File: config.mk
export PLATFORM = sky130hd
export DESIGN_NAME = rgb_pwm_sequencer
export DESIGN_NICKNAME = d
export VERILOG_FILES = /design/src/rtl/rgb_pwm_pkg.sv /design/src/rtl/rgb_pwm_chan.sv /design/src/rtl/rgb_pwm_sequencer.sv
export SDC_FILE = /design/constraint.sdc
export NUM_CORES = 1
export LEC_CHECK = 0
export CAP_MARGIN = 0
export CORE_MARGIN = 3
export CORE_UTILIZATION = 45
export CTS_BUF_LIST = sky130_fd_sc_hd__clkbuf_4 sky130_fd_sc_hd__clkbuf_8
export CTS_CLUSTER_DIAMETER = 200
export CTS_CLUSTER_SIZE = 20
export DETAILED_ROUTE_END_ITERATION = 16
export PLACE_DENSITY = 0.61
export SLEW_MARGIN = 15
export SYNTH_ARGS = -nofsm -noshare
export SYNTH_HDL_FRONTEND = slang
export SYNTH_HIERARCHICAL = 1
export SYNTH_SLANG_ARGS = --single-unit
File: constraint.sdc
create_clock -name clk_48m -period 9.7 [get_ports clk_48m]
set_input_delay 1.455 -clock clk_48m [delete_from_list [all_inputs] [get_ports clk_48m]]
set_output_delay 1.455 -clock clk_48m [all_outputs]
set_load 0.005 [all_outputs]
File: src/rtl/rgb_pwm_pkg.sv
// rgb_pwm_pkg: shared types, constants and duty arithmetic for the RGB PWM
// sequencer and its per-channel slices.
//   mode_e      : STATIC / BLINK / BREATHE / RSVD (RSVD behaves as STATIC)
//   chan_e      : RED / GREEN / BLUE / ALL write targets
//   blink_e     : ON/OFF state of the blink FSM
//   dir_e       : UP/DOWN state of the breathe FSM
//   scale_duty  : min((duty * (scale + 1)) >> 8, max_duty), forced 0 at scale 0
//   gamma_duty  : (duty * (duty + 1)) >> 8, used only when RGB_PWM_GAMMA_EN is set
package rgb_pwm_pkg;

    typedef logic [7:0] duty_t;
    typedef logic [7:0] scale_t;

    typedef enum logic [1:0] {STATIC = 2'd0, BLINK = 2'd1, BREATHE = 2'd2, RSVD = 2'd3} mode_e;
    typedef enum logic [1:0] {RED = 2'd0, GREEN = 2'd1, BLUE = 2'd2, ALL = 2'd3} chan_e;
    typedef enum logic {BLK_ON = 1'b0, BLK_OFF = 1'b1} blink_e;
    typedef enum logic {DIR_UP = 1'b0, DIR_DOWN = 1'b1} dir_e;

    // Last pwm_cnt value of a period; a duty of 255 therefore never goes low.
    localparam duty_t  PWM_MAX    = 8'd254;
    localparam scale_t SCALE_FULL = 8'd255;

    function automatic duty_t scale_duty(input duty_t duty, input scale_t scale,
                                         input duty_t max_duty);
        logic [15:0] prod;
        duty_t       d;
        // 255 * 256 = 65280 still fits in 16 bits, so no overflow bit needed.
        prod = 16'(duty) * (16'(scale) + 16'd1);
        d    = prod[15:8];
        if (scale == '0)
            d = '0;
        else if (d > max_duty)
            d = max_duty;
        return d;
    endfunction

    function automatic duty_t gamma_duty(input duty_t duty);
        logic [15:0] prod;
        prod = 16'(duty) * (16'(duty) + 16'd1);
        return prod[15:8];
    endfunction

endpackage

File: src/rtl/rgb_pwm_chan.sv
// rgb_pwm_chan: one colour slice. Holds the active duty, recomputes the
// effective duty only at a period boundary (so a pulse is never split) and
// drives the registered PWM compare.
// Optional feature macro RGB_PWM_GAMMA_EN: gamma-correct the duty before scaling.
// Ports:
//   clk_48m, reset : clock, synchronous active-high reset
//   enable         : 0 forces pwm low on the next cycle
//   boundary       : period_start strobe from the timebase
//   wr, wr_duty    : copy the staged duty into this channel at this boundary
//   scale_nxt      : mode scale that applies to the period about to start
//   pwm_cnt        : shared period counter
//   pwm            : registered PWM enable
module rgb_pwm_chan
    import rgb_pwm_pkg::*;
#(
    parameter duty_t MAX_DUTY = 8'd64
) (
    input  logic       clk_48m,
    input  logic       reset,
    input  logic       enable,
    input  logic       boundary,
    input  logic       wr,
    input  duty_t      wr_duty,
    input  scale_t     scale_nxt,
    input  logic [7:0] pwm_cnt,
    output logic       pwm
);

    duty_t duty_q, duty_nxt, duty_src, d_eff;

    // The incoming duty bypasses duty_q so a write takes effect in the very
    // period that its boundary opens.
    always_comb begin
        duty_nxt = wr ? wr_duty : duty_q;
`ifdef RGB_PWM_GAMMA_EN
        duty_src = gamma_duty(duty_nxt);
`else
        duty_src = duty_nxt;
`endif
    end

    always_ff @(posedge clk_48m) begin
        if (reset) begin
            duty_q <= '0;
            d_eff  <= '0;
            pwm    <= 1'b0;
        end else begin
            if (boundary) begin
                duty_q <= duty_nxt;
                d_eff  <= scale_duty(duty_src, scale_nxt, MAX_DUTY);
            end
            pwm <= enable && (pwm_cnt < d_eff);
        end
    end

endmodule

File: src/rtl/rgb_pwm_sequencer.sv
// rgb_pwm_sequencer: three-channel PWM generator feeding the RGB current-sink
// RGB0PWM/RGB1PWM/RGB2PWM inputs. Provides a prescaled 255-tick period,
// a single-slot duty write handshake applied at period boundaries, and
// STATIC / BLINK / BREATHE brightness modes.
// Optional feature macro RGB_PWM_GAMMA_EN (handled inside rgb_pwm_chan).
// Ports:
//   clk_48m, reset        : 48 MHz clock, synchronous active-high reset
//   enable                : 0 = outputs low, timebase and mode FSMs held reset
//   mode                  : 0 STATIC, 1 BLINK, 2 BREATHE, 3 as STATIC
//   cfg_valid/cfg_ready   : duty write handshake
//   cfg_chan, cfg_duty    : write target (0 R, 1 G, 2 B, 3 all) and duty
//   pwm_red/green/blue    : PWM enables
//   period_start          : one-cycle pulse in the cycle pwm_cnt wraps 254->0
module rgb_pwm_sequencer
    import rgb_pwm_pkg::*;
#(
    parameter int    PRESCALE      = 188,
    parameter duty_t MAX_DUTY      = 8'd64,
    parameter int    BLINK_PERIODS = 250,
    parameter int    BREATHE_DIV   = 2
) (
    input  logic       clk_48m,
    input  logic       reset,
    input  logic       enable,
    input  logic [1:0] mode,
    input  logic       cfg_valid,
    output logic       cfg_ready,
    input  logic [1:0] cfg_chan,
    input  logic [7:0] cfg_duty,
    output logic       pwm_red,
    output logic       pwm_green,
    output logic       pwm_blue,
    output logic       period_start
);

    localparam int PW = (PRESCALE > 1)      ? $clog2(PRESCALE)      : 1;
    localparam int BW = (BLINK_PERIODS > 1) ? $clog2(BLINK_PERIODS) : 1;
    localparam int DW = (BREATHE_DIV > 1)   ? $clog2(BREATHE_DIV)   : 1;
    localparam logic [PW-1:0] PRE_LAST = PW'(PRESCALE - 1);
    localparam logic [BW-1:0] BLK_LAST = BW'(BLINK_PERIODS - 1);
    localparam logic [DW-1:0] DIV_LAST = DW'(BREATHE_DIV - 1);

    // ---------------- timebase ----------------
    logic [PW-1:0] presc;
    logic [7:0]    pwm_cnt;
    logic          tick, boundary;

    assign tick         = (presc == PRE_LAST);
    assign boundary     = enable && tick && (pwm_cnt == PWM_MAX);
    assign period_start = boundary;

    always_ff @(posedge clk_48m) begin
        if (reset || !enable) begin
            presc   <= '0;
            pwm_cnt <= '0;
        end else if (tick) begin
            presc   <= '0;
            pwm_cnt <= (pwm_cnt == PWM_MAX) ? 8'd0 : pwm_cnt + 8'd1;
        end else begin
            presc   <= presc + PW'(1);
        end
    end

    // ---------------- write staging ----------------
    logic  pending;
    chan_e stage_chan;
    duty_t stage_duty;
    logic [2:0] chan_wr;

    assign cfg_ready = !pending;

    // Staging survives enable=0; only reset discards it.
    always_ff @(posedge clk_48m) begin
        if (reset) begin
            pending    <= 1'b0;
            stage_chan <= RED;
            stage_duty <= '0;
        end else if (cfg_valid && !pending) begin
            pending    <= 1'b1;
            stage_chan <= chan_e'(cfg_chan);
            stage_duty <= cfg_duty;
        end else if (boundary) begin
            pending    <= 1'b0;
        end
    end

    always_comb begin
        chan_wr = '0;
        for (int i = 0; i < 3; i++)
            chan_wr[i] = boundary && pending &&
                         (stage_chan == ALL || stage_chan == chan_e'(2'(i)));
    end

    // ---------------- mode FSMs ----------------
    mode_e            mode_in, mode_q;
    blink_e           blk_q, blk_d;
    dir_e             dir_q, dir_d;
    logic [BW-1:0]    blk_cnt_q, blk_cnt_d;
    logic [DW-1:0]    div_q, div_d;
    scale_t           br_q, br_d, scale_nxt;

    always_ff @(posedge clk_48m) begin
        if (reset || !enable) begin
            mode_q    <= STATIC;
            blk_q     <= BLK_ON;
            blk_cnt_q <= '0;
            dir_q     <= DIR_UP;
            div_q     <= '0;
            br_q      <= '0;
        end else if (boundary) begin
            mode_q    <= mode_in;
            blk_q     <= blk_d;
            blk_cnt_q <= blk_cnt_d;
            dir_q     <= dir_d;
            div_q     <= div_d;
            br_q      <= br_d;
        end
    end

    // Next state is what the coming period uses; it is only committed at the
    // boundary, so mode is effectively sampled on period_start.
    always_comb begin
        mode_in   = (mode_e'(mode) == RSVD) ? STATIC : mode_e'(mode);
        blk_d     = blk_q;
        blk_cnt_d = blk_cnt_q;
        dir_d     = dir_q;
        div_d     = div_q;
        br_d      = br_q;
        scale_nxt = SCALE_FULL;
        case (mode_in)
            BLINK: begin
                if (mode_q != BLINK) begin
                    blk_d     = BLK_ON;
                    blk_cnt_d = '0;
                end else if (blk_cnt_q == BLK_LAST) begin
                    blk_cnt_d = '0;
                    blk_d     = (blk_q == BLK_ON) ? BLK_OFF : BLK_ON;
                end else begin
                    blk_cnt_d = blk_cnt_q + BW'(1);
                end
                scale_nxt = (blk_d == BLK_ON) ? SCALE_FULL : '0;
            end
            BREATHE: begin
                if (mode_q != BREATHE) begin
                    br_d  = '0;
                    dir_d = DIR_UP;
                    div_d = '0;
                end else if (div_q == DIV_LAST) begin
                    div_d = '0;
                    // A reversal step moves the other way at once, so each
                    // end point is held for exactly one step.
                    if (dir_q == DIR_UP) begin
                        if (br_q == 8'hFF) begin
                            dir_d = DIR_DOWN;
                            br_d  = br_q - 8'd1;
                        end else begin
                            br_d  = br_q + 8'd1;
                        end
                    end else begin
                        if (br_q == 8'h00) begin
                            dir_d = DIR_UP;
                            br_d  = br_q + 8'd1;
                        end else begin
                            br_d  = br_q - 8'd1;
                        end
                    end
                end else begin
                    div_d = div_q + DW'(1);
                end
                scale_nxt = br_d;
            end
            default: ;
        endcase
    end

    // ---------------- channels ----------------
    logic [2:0] pwm_vec;

    rgb_pwm_chan #(.MAX_DUTY(MAX_DUTY)) u_chan [2:0] (
        .clk_48m   (clk_48m),
        .reset     (reset),
        .enable    (enable),
        .boundary  (boundary),
        .wr        (chan_wr),
        .wr_duty   (stage_duty),
        .scale_nxt (scale_nxt),
        .pwm_cnt   (pwm_cnt),
        .pwm       (pwm_vec)
    );

    assign pwm_red   = pwm_vec[0];
    assign pwm_green = pwm_vec[1];
    assign pwm_blue  = pwm_vec[2];

endmodule

==> out/results.ini, run 1 <==
[worst_setup_path]
critical_path.max_stage_delay_ns=0.73
path_max_fanout=17
path_class=in -> reg
crit_path_top_delay_cell=o21ai_2
cp-end-kind=register
crit_chain=clkdlybuf4s50_1 > ha_1 > nand2_1 > o21ai_2 > inv_1 > nor3_1 > nand3_1 > xor2_1 > nor2_1 > fa_1 > fa_1 > fa_1 > inv_1 > fa_1 > inv_1 > ha_1 > a21oi_1 > o21ai_0 > a221o_1 > a21o_4 > xnor2_1 > nor3b_2 > a22o_1
worstSetupStartpointType=primary input
cpLargestDelayFamily=adder cells
critical_path_required_ns=10.04
cp.arrival_ns=8.67
path_buf_inv=4
cp_common_cell=fa_1

[finish]
fillers=2503
multiInputGateArea_sq_um=9070
mostFrequentLayoutCell=nor2_1
fin_cells=1728
seq_area_sq_um=1980
mostFrequentLayoutCells=220 x nor2_1, 173 x inv_1, 136 x ha_1
num_antenna_cells=0
area_growth_pct=7.23
drive_gt1_frac=0.0823
fin_nets=1665

[logic_synthesis]
ys_ff_latch=99
syn_area_sq_um=11800
yosysSeqAreaShare=0.167
synth_top_family_by_area=adder cells
async_reset_ff_frac=0
synthesis.nets=1636
synthMuxAreaShare=0.0272
synth_xor_area_frac=0.0530
synth_warnings=6
synth_compound_area_frac=0.129
ys.flop_type=dfxtp_1
syn_area_per_cell_sq_um=8.68
synth_edf_count=0
yosys.area_share.simple=0.208
ys_types=81
syn_inst=1364
synth_fa_ha_area_frac=0.347

[pwr]
p_leak_uw=0.00590
power_uw=817
powerDensity_nw_per_um2=64.4
peakVddDrop_mv=0.0564

[placement]
pre_cts_slack_ns=1.01
dp_cells=1712
place.detailed.hpwl_um=22200
io_buffers=20
place_congestion=0.857

[sta]
timing_hold_violations_final=0
relSlewSlack=0.202
hold_slack_ns=0.450
fin_skew_ns=0.0176
finalSetupViolations=0
min_period_over_period=0.859
tightestPinTransition_ns=1.19
rsz0062_at_grt=false
fin_ws_ns=1.37
fmax_mhz=120
drv_slew=0
fin_setup_tns_ns=0
period_needed_ns=8.33

[clock_tree]
numCtsBuffers=9
clock-root-buffer=clkbuf_8
clkSlewWorstSetupHoldPaths_ns=0.11
clockBufferDepth=2
post-cts-setup-buffers=0
cts_sinks=99
cts_max_level=3
clock_latency_ns=0.39
cts_resized=0
hold_buffers=0
cts_tree=built

[route]
drt_first_pass_iters=5
via_per_inst=5.48
initialDrtViolationCount=557
drc=0
vias=9472
wl_um=29000
ant_nets=0
detail_route.wl_per_cell_um=16.8

[global_routing]
grt_antenna_before_repair=0
grt_overflow_total=0
grt_pass1_vias=9385
grt_usage=0.210
grt_pass1_wl_um=48600
grt_max_degree=59

[floorplan]
coreArea_sq_um=25500
fp.dieH_um=168
dieArea_sq_um=28300
start_util=0.463
die_w_um=168
ioPinCount=21
rows=58

[flow_run]
max-cap-violations=0

[hold_path]
worstHoldPathType=reg -> reg

[status]
outcome=finished, final reports clean

## cells by family after synthesis
kind of cell | Yosys count
buffers and inverters | 202
DFF | 99
AOI/OAI and AO/OA | 211
and+or+nand+nor | 498
muxes | 28
xor gates and xnor gates | 70
adders and majority gates | 256
## routing by layer
layer | share of wire | vias up | GRT usage
met4 | 0.027 | 0 | 0.0548
met2 | 0.45 | 219 | 0.334
li1 | - | 4630 | -
met1 | 0.48 | 4579 | 0.302
met5 | 0 | - | 0
met3 | 0.044 | 44 | 0.0282
## flip-flops by register name, indices dropped and copies added, names as in the netlist, 3 cells and up
| signal | count |
|---|---|
| presc | 8 |
| u_chan/d_eff | 24 |
| blk_cnt_q | 8 |
| u_chan/pwm | 3 |
| stage_duty | 8 |
| u_chan/duty_q | 24 |
| br_q | 8 |
| pwm_cnt | 8 |
## where the power goes
group	switching, uW	internal, uW	total [uW]
Sequential	5.37	409	415
Clock	172	97.7	270
Combinational	94.2	38.2	132
Total	272	545	817
## path summary, 6_finish.rpt
path	from	end	slack (ns)	cells past startpoint
max	mode[1]	u_chan[1]/d_eff[4]$_SDFFE_PP0P_	1.37	23
max reg2reg	br_q[2]$_SDFFE_PP0P_	u_chan[1]/d_eff[4]$_SDFFE_PP0P_	1.88	25
min reg2reg	presc[0]$_SDFF_PP0_	presc[0]$_SDFF_PP0_	0.45	1
min	presc[0]$_SDFF_PP0_	presc[0]$_SDFF_PP0_	0.45	1
## metrics by stage
stage / util / cell area (sq um)
after global routing: 0.497 / 12700
after CTS: 0.497 / 12700
final: 0.497 / 12700
after global placement: 0.490 / 12500
after floorplan: - / 11800
after detailed placement: 0.490 / 12500
## area by class of cell
cell class,count,area share
clock buffer,9,0.00976
clock inverter,7,0.00453
inverter,173,0.0512
multi-input combinational,1063,0.715
sequential,99,0.156
tap,330,0.0325
timing repair buffer,47,0.0313
## Yosys cell counts, drive strengths merged (7+ instances only)
master | number | area (sq um)
a211oi | 29 | 235
a21o | 18 | 143
a21oi | 51 | 259
a22o | 18 | 158
a31oi | 12 | 75.1
and3 | 17 | 106
and4 | 7 | 61.3
buf | 10 | 93.8
clkbuf | 19 | 72.6
dfxtp | 99 | 1980
fa | 120 | 2400
ha | 136 | 1700
inv | 173 | 649
mux2i | 28 | 322
nand2 | 67 | 251
nand2b | 14 | 87.6
nand3 | 34 | 175
nand4 | 17 | 106
nor2 | 221 | 837
nor2b | 30 | 190
nor3 | 19 | 106
o21a | 13 | 97.6
o21ai | 29 | 153
o31ai | 9 | 91.3
or2 | 36 | 225
or4 | 7 | 56.3
xnor2 | 36 | 315
xor2 | 33 | 289
No activity file was read; power rests on OpenSTA's default activity.
==> run 2, diff against run 1 <==
--- a/config.mk
+++ b/config.mk
@@ -5,7 +5,6 @@
 export SDC_FILE = /design/constraint.sdc
 export NUM_CORES = 1
 export LEC_CHECK = 0
-export CAP_MARGIN = 0
 export CORE_MARGIN = 3
 export CORE_UTILIZATION = 45
 export CTS_BUF_LIST = sky130_fd_sc_hd__clkbuf_4 sky130_fd_sc_hd__clkbuf_8
==> constraint.sdc (replaced) <==
create_clock -name clk_48m -period 9.7 [get_ports clk_48m]
set_input_delay 1.94 -clock clk_48m [delete_from_list [all_inputs] [get_ports clk_48m]]
set_output_delay 1.94 -clock clk_48m [all_outputs]
set_load 0.005 [all_outputs]
==> run 2 against run 1 <==
Net effect:
- sequential share of layout area is 0.066 points lower
- setup slack got worse by 0.40 ns
- critical endpoint is now u_chan[0]/d_eff[0]$_SDFFE_PP0P_
- highest routed layer unchanged
- sequential power about the same
- first-iteration DRC count up 49%
- global-route usage up 0.12 points
- fmax down 4.6%
- clock skew increased by 0.0016 ns
- via count rose by 1.3%
- die area unchanged
- register-to-register slack worse by 0.23 ns
- critical path depth up 1
==> out/results.ini, run 2 (same netlist as run 1, synthesis figures left out) <==
[status]
outcome=finished, final reports clean

[global_routing]
grt_max_degree=50  ; -15%
grt_antenna_before_repair=0  ; unchanged
grt_pass1_vias=9423  ; +0.40%
grt_usage=0.211  ; +0.00117
grt_overflow_total=0  ; unchanged
grt_pass1_wl_um=48800  ; +0.45%

[worst_setup_path]
cp-end-kind=register
r2r_end=u_chan[0]/d_eff[0]$_SDFFE_PP0P_
cp.arrival_ns=9.03  ; +0.36 ns
worstSetupStartpointType=primary input
path_class=in -> reg
path_max_fanout=10  ; -7
rr_worst_depth=26  ; +4.0%
critical_path_required_ns=10.00  ; -0.04 ns
r2r_slack_ns=1.65  ; -0.23 ns
reg2reg_from=br_q[0]$_SDFFE_PP0P_

[floorplan]
dieArea_sq_um=28300  ; unchanged
die_w_um=168  ; unchanged
start_util=0.463  ; unchanged
ioPinCount=21  ; unchanged
rows=58  ; unchanged
coreArea_sq_um=25500  ; unchanged
fp.dieH_um=168  ; unchanged

[clock_tree]
numCtsBuffers=9  ; unchanged
clockBufferDepth=2  ; unchanged
cts_max_level=3  ; unchanged
cts_tree=built
post-cts-setup-buffers=0  ; unchanged
clock-root-buffer=clkbuf_8
clock_latency_ns=0.40  ; about the same
cts_resized=0  ; unchanged
clkSlewWorstSetupHoldPaths_ns=0.12  ; about the same
cts_sinks=99  ; unchanged
hold_buffers=0  ; unchanged

[placement]
place_congestion=0.923  ; +7.6%
io_buffers=20  ; unchanged
place.detailed.hpwl_um=22300  ; +0.59%

[hold_path]
worstHoldPathType=reg -> reg
min_path_cells=1  ; unchanged
hold_path_end=presc[0]$_SDFF_PP0_
hold_path_startpoint=presc[0]$_SDFF_PP0_

[finish]
drive_gt1_frac=0.0842  ; +0.00197
largestRegisters=u_chan/d_eff x24, u_chan/duty_q x24
fin_nets=1668  ; +0.18%
final_util=0.499  ; +0.00211
mostFrequentLayoutCell=nor2_1
area_growth_pct=7.68
mostFrequentLayoutCells=220 x nor2_1, 173 x inv_1, 136 x ha_1
num_antenna_cells=0  ; unchanged

[route]
wl_um=29300  ; +0.99%
vias=9592  ; +1.3%
drt_first_pass_iters=5  ; unchanged
initialDrtViolationCount=830  ; +49%
ant_nets=0  ; unchanged
drc=0  ; unchanged
detail_route.wl_per_cell_um=16.9  ; +0.81%
via_per_inst=5.54  ; +1.1%

[sta]
timing_hold_violations_final=0  ; unchanged
fin_setup_tns_ns=0  ; unchanged
fin_skew_ns=0.0192  ; +0.00161 ns
period_needed_ns=8.73  ; +0.399 ns
rsz0062_at_grt=false
drv_slew=0  ; unchanged
tightestPinTransition_ns=1.02  ; -0.170 ns
relSlewSlack=0.301  ; +0.0989
finalSetupViolations=0  ; unchanged
fmax_mhz=115  ; -4.6%
min_period_over_period=0.900  ; +0.0411

[pwr]
p_sw_uw=288  ; +6.2%
internal_power_uw=555  ; +1.8%
p_leak_uw=0.00593  ; +0.59%
powerDensity_nw_per_um2=66.2  ; +2.8%
p_comb_frac=0.164  ; +0.002
clock_power_share=0.343  ; +0.013
peakVddDrop_mv=0.0687  ; +22%
p_sw_frac=0.342  ; +0.00943
pwr-share-seq=0.493  ; -0.015

[flow_run]
max-cap-violations=0  ; unchanged

run 2: cell types whose count changed in the layout (fill, tap and decap cells not counted):
cell,delta
inv_8,+2
buf_4,+2
buf_12,+1
clkinvlp_4,-2
clkinv_4,+2
clkinv_8,+1
inv_6,-2
clkinv_2,-1
run 2: worst max path at each step:
| stage | from | end | slack, ns | cells past startpoint |
|---|---|---|---|---|
| global placement | mode[0] | u_chan[1]/d_eff[3]$_SDFFE_PP0P_ | 0.82 | 24 |
| CTS | mode[1] | u_chan[0]/d_eff[0]$_SDFFE_PP0P_ | 1.03 | 24 |
| finish | mode[1] | u_chan[0]/d_eff[0]$_SDFFE_PP0P_ | 0.97 | 24 |
| floorplan | mode[0] | u_chan[0]/d_eff[0]$_SDFFE_PP0P_ | 1.25 | 23 |
| global route | mode[1] | u_chan[0]/d_eff[0]$_SDFFE_PP0P_ | 0.54 | 24 |
| detailed placement | mode[1] | u_chan[0]/d_eff[0]$_SDFFE_PP0P_ | 0.59 | 24 |
run 2: area by class of cell:
cell class | count | area (sq um)
Clock buffer | 9 | 124
Multi-Input combinational cell | 1063 | 9070
Clock inverter | 7 | 76.3
Timing Repair Buffer | 50 | 433
Fill cell | 2440 | 12800
Inverter | 173 | 649
Tap cell | 330 | 413
Sequential cell | 99 | 1980
run 2: power by group through the flow:
stage | sequential [uW] | clock (uW) | combinational, uW
after global placement | 425 | 0 | 136
after CTS | 416 | 300 | 138
after detailed placement | 425 | 0 | 137
after global routing | 416 | 314 | 150
final | 416 | 289 | 139
after floorplan | 421 | 0 | 76.8
run 2: layer usage:
| metal | track usage | up-vias | part of all wire |
|---|---|---|---|
| met2 | 0.339 | 254 | 0.47 |
| met3 | 0.0193 | 27 | 0.048 |
| li1 | - | 4642 | - |
| met1 | 0.312 | 4669 | 0.48 |
| met4 | 0.0409 | 0 | 0.011 |
| met5 | 0 | - | 0 |
run 2: worst max-delay path, cell delays in order:
cell and delay (ns):
clkdlybuf4s50_1 0.49, ha_1 0.33, nand2_1 0.31, o31ai_2 0.61, buf_4 0.28, and3_1 0.20
and3_1 0.20, nand3_1 0.10, xor2_1 0.45, nor2_1 0.13, fa_1 0.58, fa_1 0.44
fa_1 0.54, inv_1 0.05, fa_1 0.52, inv_1 0.04, ha_1 0.35, a21oi_1 0.22
o21ai_0 0.14, a221oi_1 0.33, o21ai_2 0.10, xnor2_1 0.34, nor3_4 0.11, a32o_1 0.23
run 2: through the flow:
stage | setup slack (ns) | power, uW | hold WS [ns] | area (sq um) | instances
2_1_floorplan | 1.25 | 498 | 0.413 | 11800 | 1364
3_3_place_gp | 0.825 | 561 | 0.422 | 12500 | 1715
3_5_place_dp | 0.595 | 562 | 0.432 | 12500 | 1715
4_1_cts | 1.03 | 853 | 0.451 | 12700 | 1731
5_1_grt | 0.544 | 880 | 0.489 | 12700 | 1731
6_report | 0.971 | 843 | 0.445 | 12700 | 1731
==> run 3, diff against run 2 <==
--- a/config.mk
+++ b/config.mk
@@ -7,7 +7,7 @@
 export LEC_CHECK = 0
 export CORE_MARGIN = 3
 export CORE_UTILIZATION = 45
-export CTS_BUF_LIST = sky130_fd_sc_hd__clkbuf_4 sky130_fd_sc_hd__clkbuf_8
+export CTS_BUF_LIST = sky130_fd_sc_hd__clkbuf_8
 export CTS_CLUSTER_DIAMETER = 200
 export CTS_CLUSTER_SIZE = 20
 export DETAILED_ROUTE_END_ITERATION = 16
@@ -15,5 +15,4 @@
 export SLEW_MARGIN = 15
 export SYNTH_ARGS = -nofsm -noshare
 export SYNTH_HDL_FRONTEND = slang
-export SYNTH_HIERARCHICAL = 1
 export SYNTH_SLANG_ARGS = --single-unit
==> run 3 against run 2 <==
Net effect:
- synthesized area grew 1.1%
- highest routed layer unchanged
- sequential cell count is the same
- via count grew 2.6%
- utilization grew 0.29 points
- critical path depth grew 6
- non-clock buffer count grew 24
- power grew 0.65%
- sequential share of layout area shrank 0.39 points
- wire length grew 5.0%
- die area grew 1.0%
- design area grew 2.6%
==> out/results.ini, run 3 <==
[global_routing]
grt_overflow_total=0  ; unchanged
grt_antenna_before_repair=0  ; unchanged
grt_max_degree=45  ; -10%
grt_usage=0.220  ; +0.00967
grt_pass1_vias=9713  ; +3.1%
grt_pass1_wl_um=51000  ; +4.4%

[worst_setup_path]
critical_path_required_ns=10.00  ; about the same
r2r_slack_ns=1.33  ; -0.32 ns
critical_path.max_stage_delay_ns=0.55  ; -0.06 ns
rr_worst_depth=31  ; +19%
cp-end-kind=register
crit_path_top_delay_cell=fa_1
worstSetupStartpointType=primary input
path_class=in -> reg
cp.arrival_ns=9.46  ; +0.43 ns
reg2reg_from=br_q[0]$_SDFFE_PP0P_
r2r_end=u_chan[1].d_eff[1]$_SDFFE_PP0P_
path_max_fanout=8  ; -2

[placement]
dp_cells=1788  ; +4.3%
io_buffers=20  ; unchanged
place.detailed.hpwl_um=24500  ; +9.7%
place_congestion=0.874  ; -5.3%

[logic_synthesis]
ys_types=85  ; +4.9%
synth_top_area_share=0.201  ; -0.00214
netlist_top_cells_count=218 x nor2_1, 189 x inv_1, 133 x ha_1
yosysMostFrequentCell=nor2_1
yosysSeqAreaShare=0.166  ; -0.00177
synth_warnings=0  ; -6
syn_inst=1427  ; +4.6%
ys.flop_type=dfxtp_1
ys_top_cells_by_area=fa_1 20%, dfxtp_1 17%, ha_1 14%
syn_area_per_cell_sq_um=8.38  ; -3.4%
async_reset_ff_frac=0  ; unchanged
synthesis.nets=1696  ; +3.7%
syn_area_sq_um=12000  ; +1.1%
synth_edf_count=0  ; unchanged
synth.largest_area_cell=fa_1
ys_ff_latch=99  ; unchanged

[floorplan]
coreArea_sq_um=26100  ; +2.0%
dieArea_sq_um=28600  ; +1.0%
ioPinCount=21  ; unchanged
fp.dieH_um=169  ; +0.51%
die_w_um=169  ; +0.51%
rows=59  ; +1.7%
start_util=0.459  ; -0.00430

[sta]
relSlewSlack=0.309  ; +0.00724
fin_setup_tns_ns=0  ; unchanged
finalSetupViolations=0  ; unchanged
drv_slew=0  ; unchanged
tightestPinTransition_ns=1.01  ; -0.0106 ns
min_period_over_period=0.944  ; +0.0441
fmax_mhz=109  ; -4.7%
fin_skew_ns=0.0211  ; +0.00195 ns
hold_slack_ns=0.455  ; +0.00948 ns
rsz0062_at_grt=false
period_needed_ns=9.16  ; +0.427 ns
timing_hold_violations_final=0  ; unchanged

[route]
vias=9839  ; +2.6%
initialDrtViolationCount=599  ; -28%
detail_route.wl_per_cell_um=17.0  ; +0.72%
ant_nets=0  ; unchanged
drt_first_pass_iters=5  ; unchanged
wl_um=30700  ; +5.0%
drc=0  ; unchanged
via_per_inst=5.45  ; -1.6%

[clock_tree]
clock_latency_ns=0.40  ; about the same
clockBufferDepth=2  ; unchanged
cts_sinks=99  ; unchanged
post-cts-setup-buffers=0  ; unchanged
numCtsBuffers=9  ; unchanged
hold_buffers=0  ; unchanged
clock-root-buffer=clkbuf_8
clkSlewWorstSetupHoldPaths_ns=0.12  ; about the same
cts_tree=built
cts_max_level=3  ; unchanged

[hold_path]
hold_path_startpoint=u_chan[2].d_eff[2]$_SDFFE_PP0P_
min_path_cells=2  ; +1
worstHoldPathType=reg -> reg
hold_path_end=u_chan[2].d_eff[2]$_SDFFE_PP0P_

[pwr]
powerDensity_nw_per_um2=64.9  ; -1.9%
p_leak_uw=0.00618  ; +4.2%
power_uw=849  ; +0.65%
peakVddDrop_mv=0.0568  ; -17%

[finish]
multiInputGateArea_sq_um=9100  ; +0.33%
seq_area_sq_um=1980  ; unchanged
mostFrequentLayoutCell=nor2_1
fin_nets=1733  ; +3.9%
area_growth_pct=9.32
fillers=2535  ; +3.9%
num_antenna_cells=0  ; unchanged
mostFrequentLayoutCells=217 x nor2_1, 189 x inv_1, 133 x ha_1
fin_cells=1804  ; +4.2%
drive_gt1_frac=0.0912  ; +0.00699
largestRegisters=u_chan.d_eff x24, u_chan.duty_q x24

[flow_run]
max-cap-violations=0  ; unchanged

[status]
outcome=finished, final reports clean

==> run 3: cell types whose count changed after synthesis, moves of 13 or more <==
| cell | delta |
|---|---|
| clkbuf_1 | +16 |
| inv_1 | +16 |
| nand2_1 | +21 |
| o21ai_1 | +13 |
| or2_2 | -13 |
| a22o_1 | -16 |
| a211oi_1 | -15 |
| nand2b_1 | +25 |
==> run 3: per-layer routing <==
metal  up-vias  part of all wire  GRT usage
li1       4810                 -          -
met1      4799              0.47      0.305
met2       192              0.47      0.366
met3        38             0.035     0.0234
met4         0             0.025     0.0635
met5         -                 0          0
==> run 3: worst max path at each step <==
stage	from	endpoint	slack (ns)	depth (start not counted)
global route	mode[0]	u_chan[1].d_eff[1]$_SDFFE_PP0P_	0.008	31
CTS	mode[0]	u_chan[1].d_eff[1]$_SDFFE_PP0P_	0.44	30
detailed placement	mode[0]	u_chan[1].d_eff[1]$_SDFFE_PP0P_	0.04	30
finish	mode[0]	u_chan[1].d_eff[1]$_SDFFE_PP0P_	0.54	30
global placement	mode[0]	u_chan[1].d_eff[1]$_SDFFE_PP0P_	0.14	30
floorplan	mode[0]	u_chan[2].d_eff[0]$_SDFFE_PP0P_	0.15	30
==> run 3: stage by stage <==
step           cell area [sq um]   util  worst slack (ns)
2_1_floorplan              12000      -             0.146
3_3_place_gp               12900  0.493             0.143
3_5_place_dp               12900  0.493            0.0408
4_1_cts                    13100  0.501             0.440
5_1_grt                    13100  0.502           0.00832
6_report                   13100  0.502             0.543
==> run 3: worst max-delay path: cells and delay by family <==
kind                       cells  cell delay (ns)
buffers and inverters          7             1.10
xor gates and xnor gates       1             0.15
adders and majority gates      7             3.00
AOI/OAI and AO/OA             10             2.56
and+or+nand+nor                5             0.70
==> run 3: cells by family (layout without fill, tap and decap cells) <==
kind of cell / count (synthesis) / after routing / share of synthesized area
flip-flops: 99 / 99 / 0.166
AND/OR/NAND/NOR: 544 / 544 / 0.227
adder cells (fa/ha/maj): 253 / 253 / 0.340
AO/OA/AOI/OAI: 199 / 199 / 0.116
multiplexers: 33 / 33 / 0.0282
XOR/XNOR: 60 / 60 / 0.0463
buffers and inverters: 239 / 281 / 0.0768
==> run 3: where the power goes <==
| group | internal (uW) | total [uW] | switching, uW |
|---|---|---|---|
| registers | 410 | 415 | 5.18 |
| clock network | 105 | 291 | 186 |
| logic | 50.1 | 143 | 92.9 |
| total | 565 | 849 | 284 |
==> run 3: repair_timing <==
action                                  in CTS  in global routing
endpoints found under the setup margin       0                  2
resized for setup                            0                  4
hold endpoints to repair                     0                  0
==> run 3: final cells by class <==
cell class | instances | area share
flip-flops and latches | 99 | 0.152
multi-input cells | 1089 | 0.696
clock inverters | 7 | 0.00660
well taps | 335 | 0.0320
inverters | 191 | 0.0548
repair buffers | 74 | 0.0497
clock buffers | 9 | 0.00947
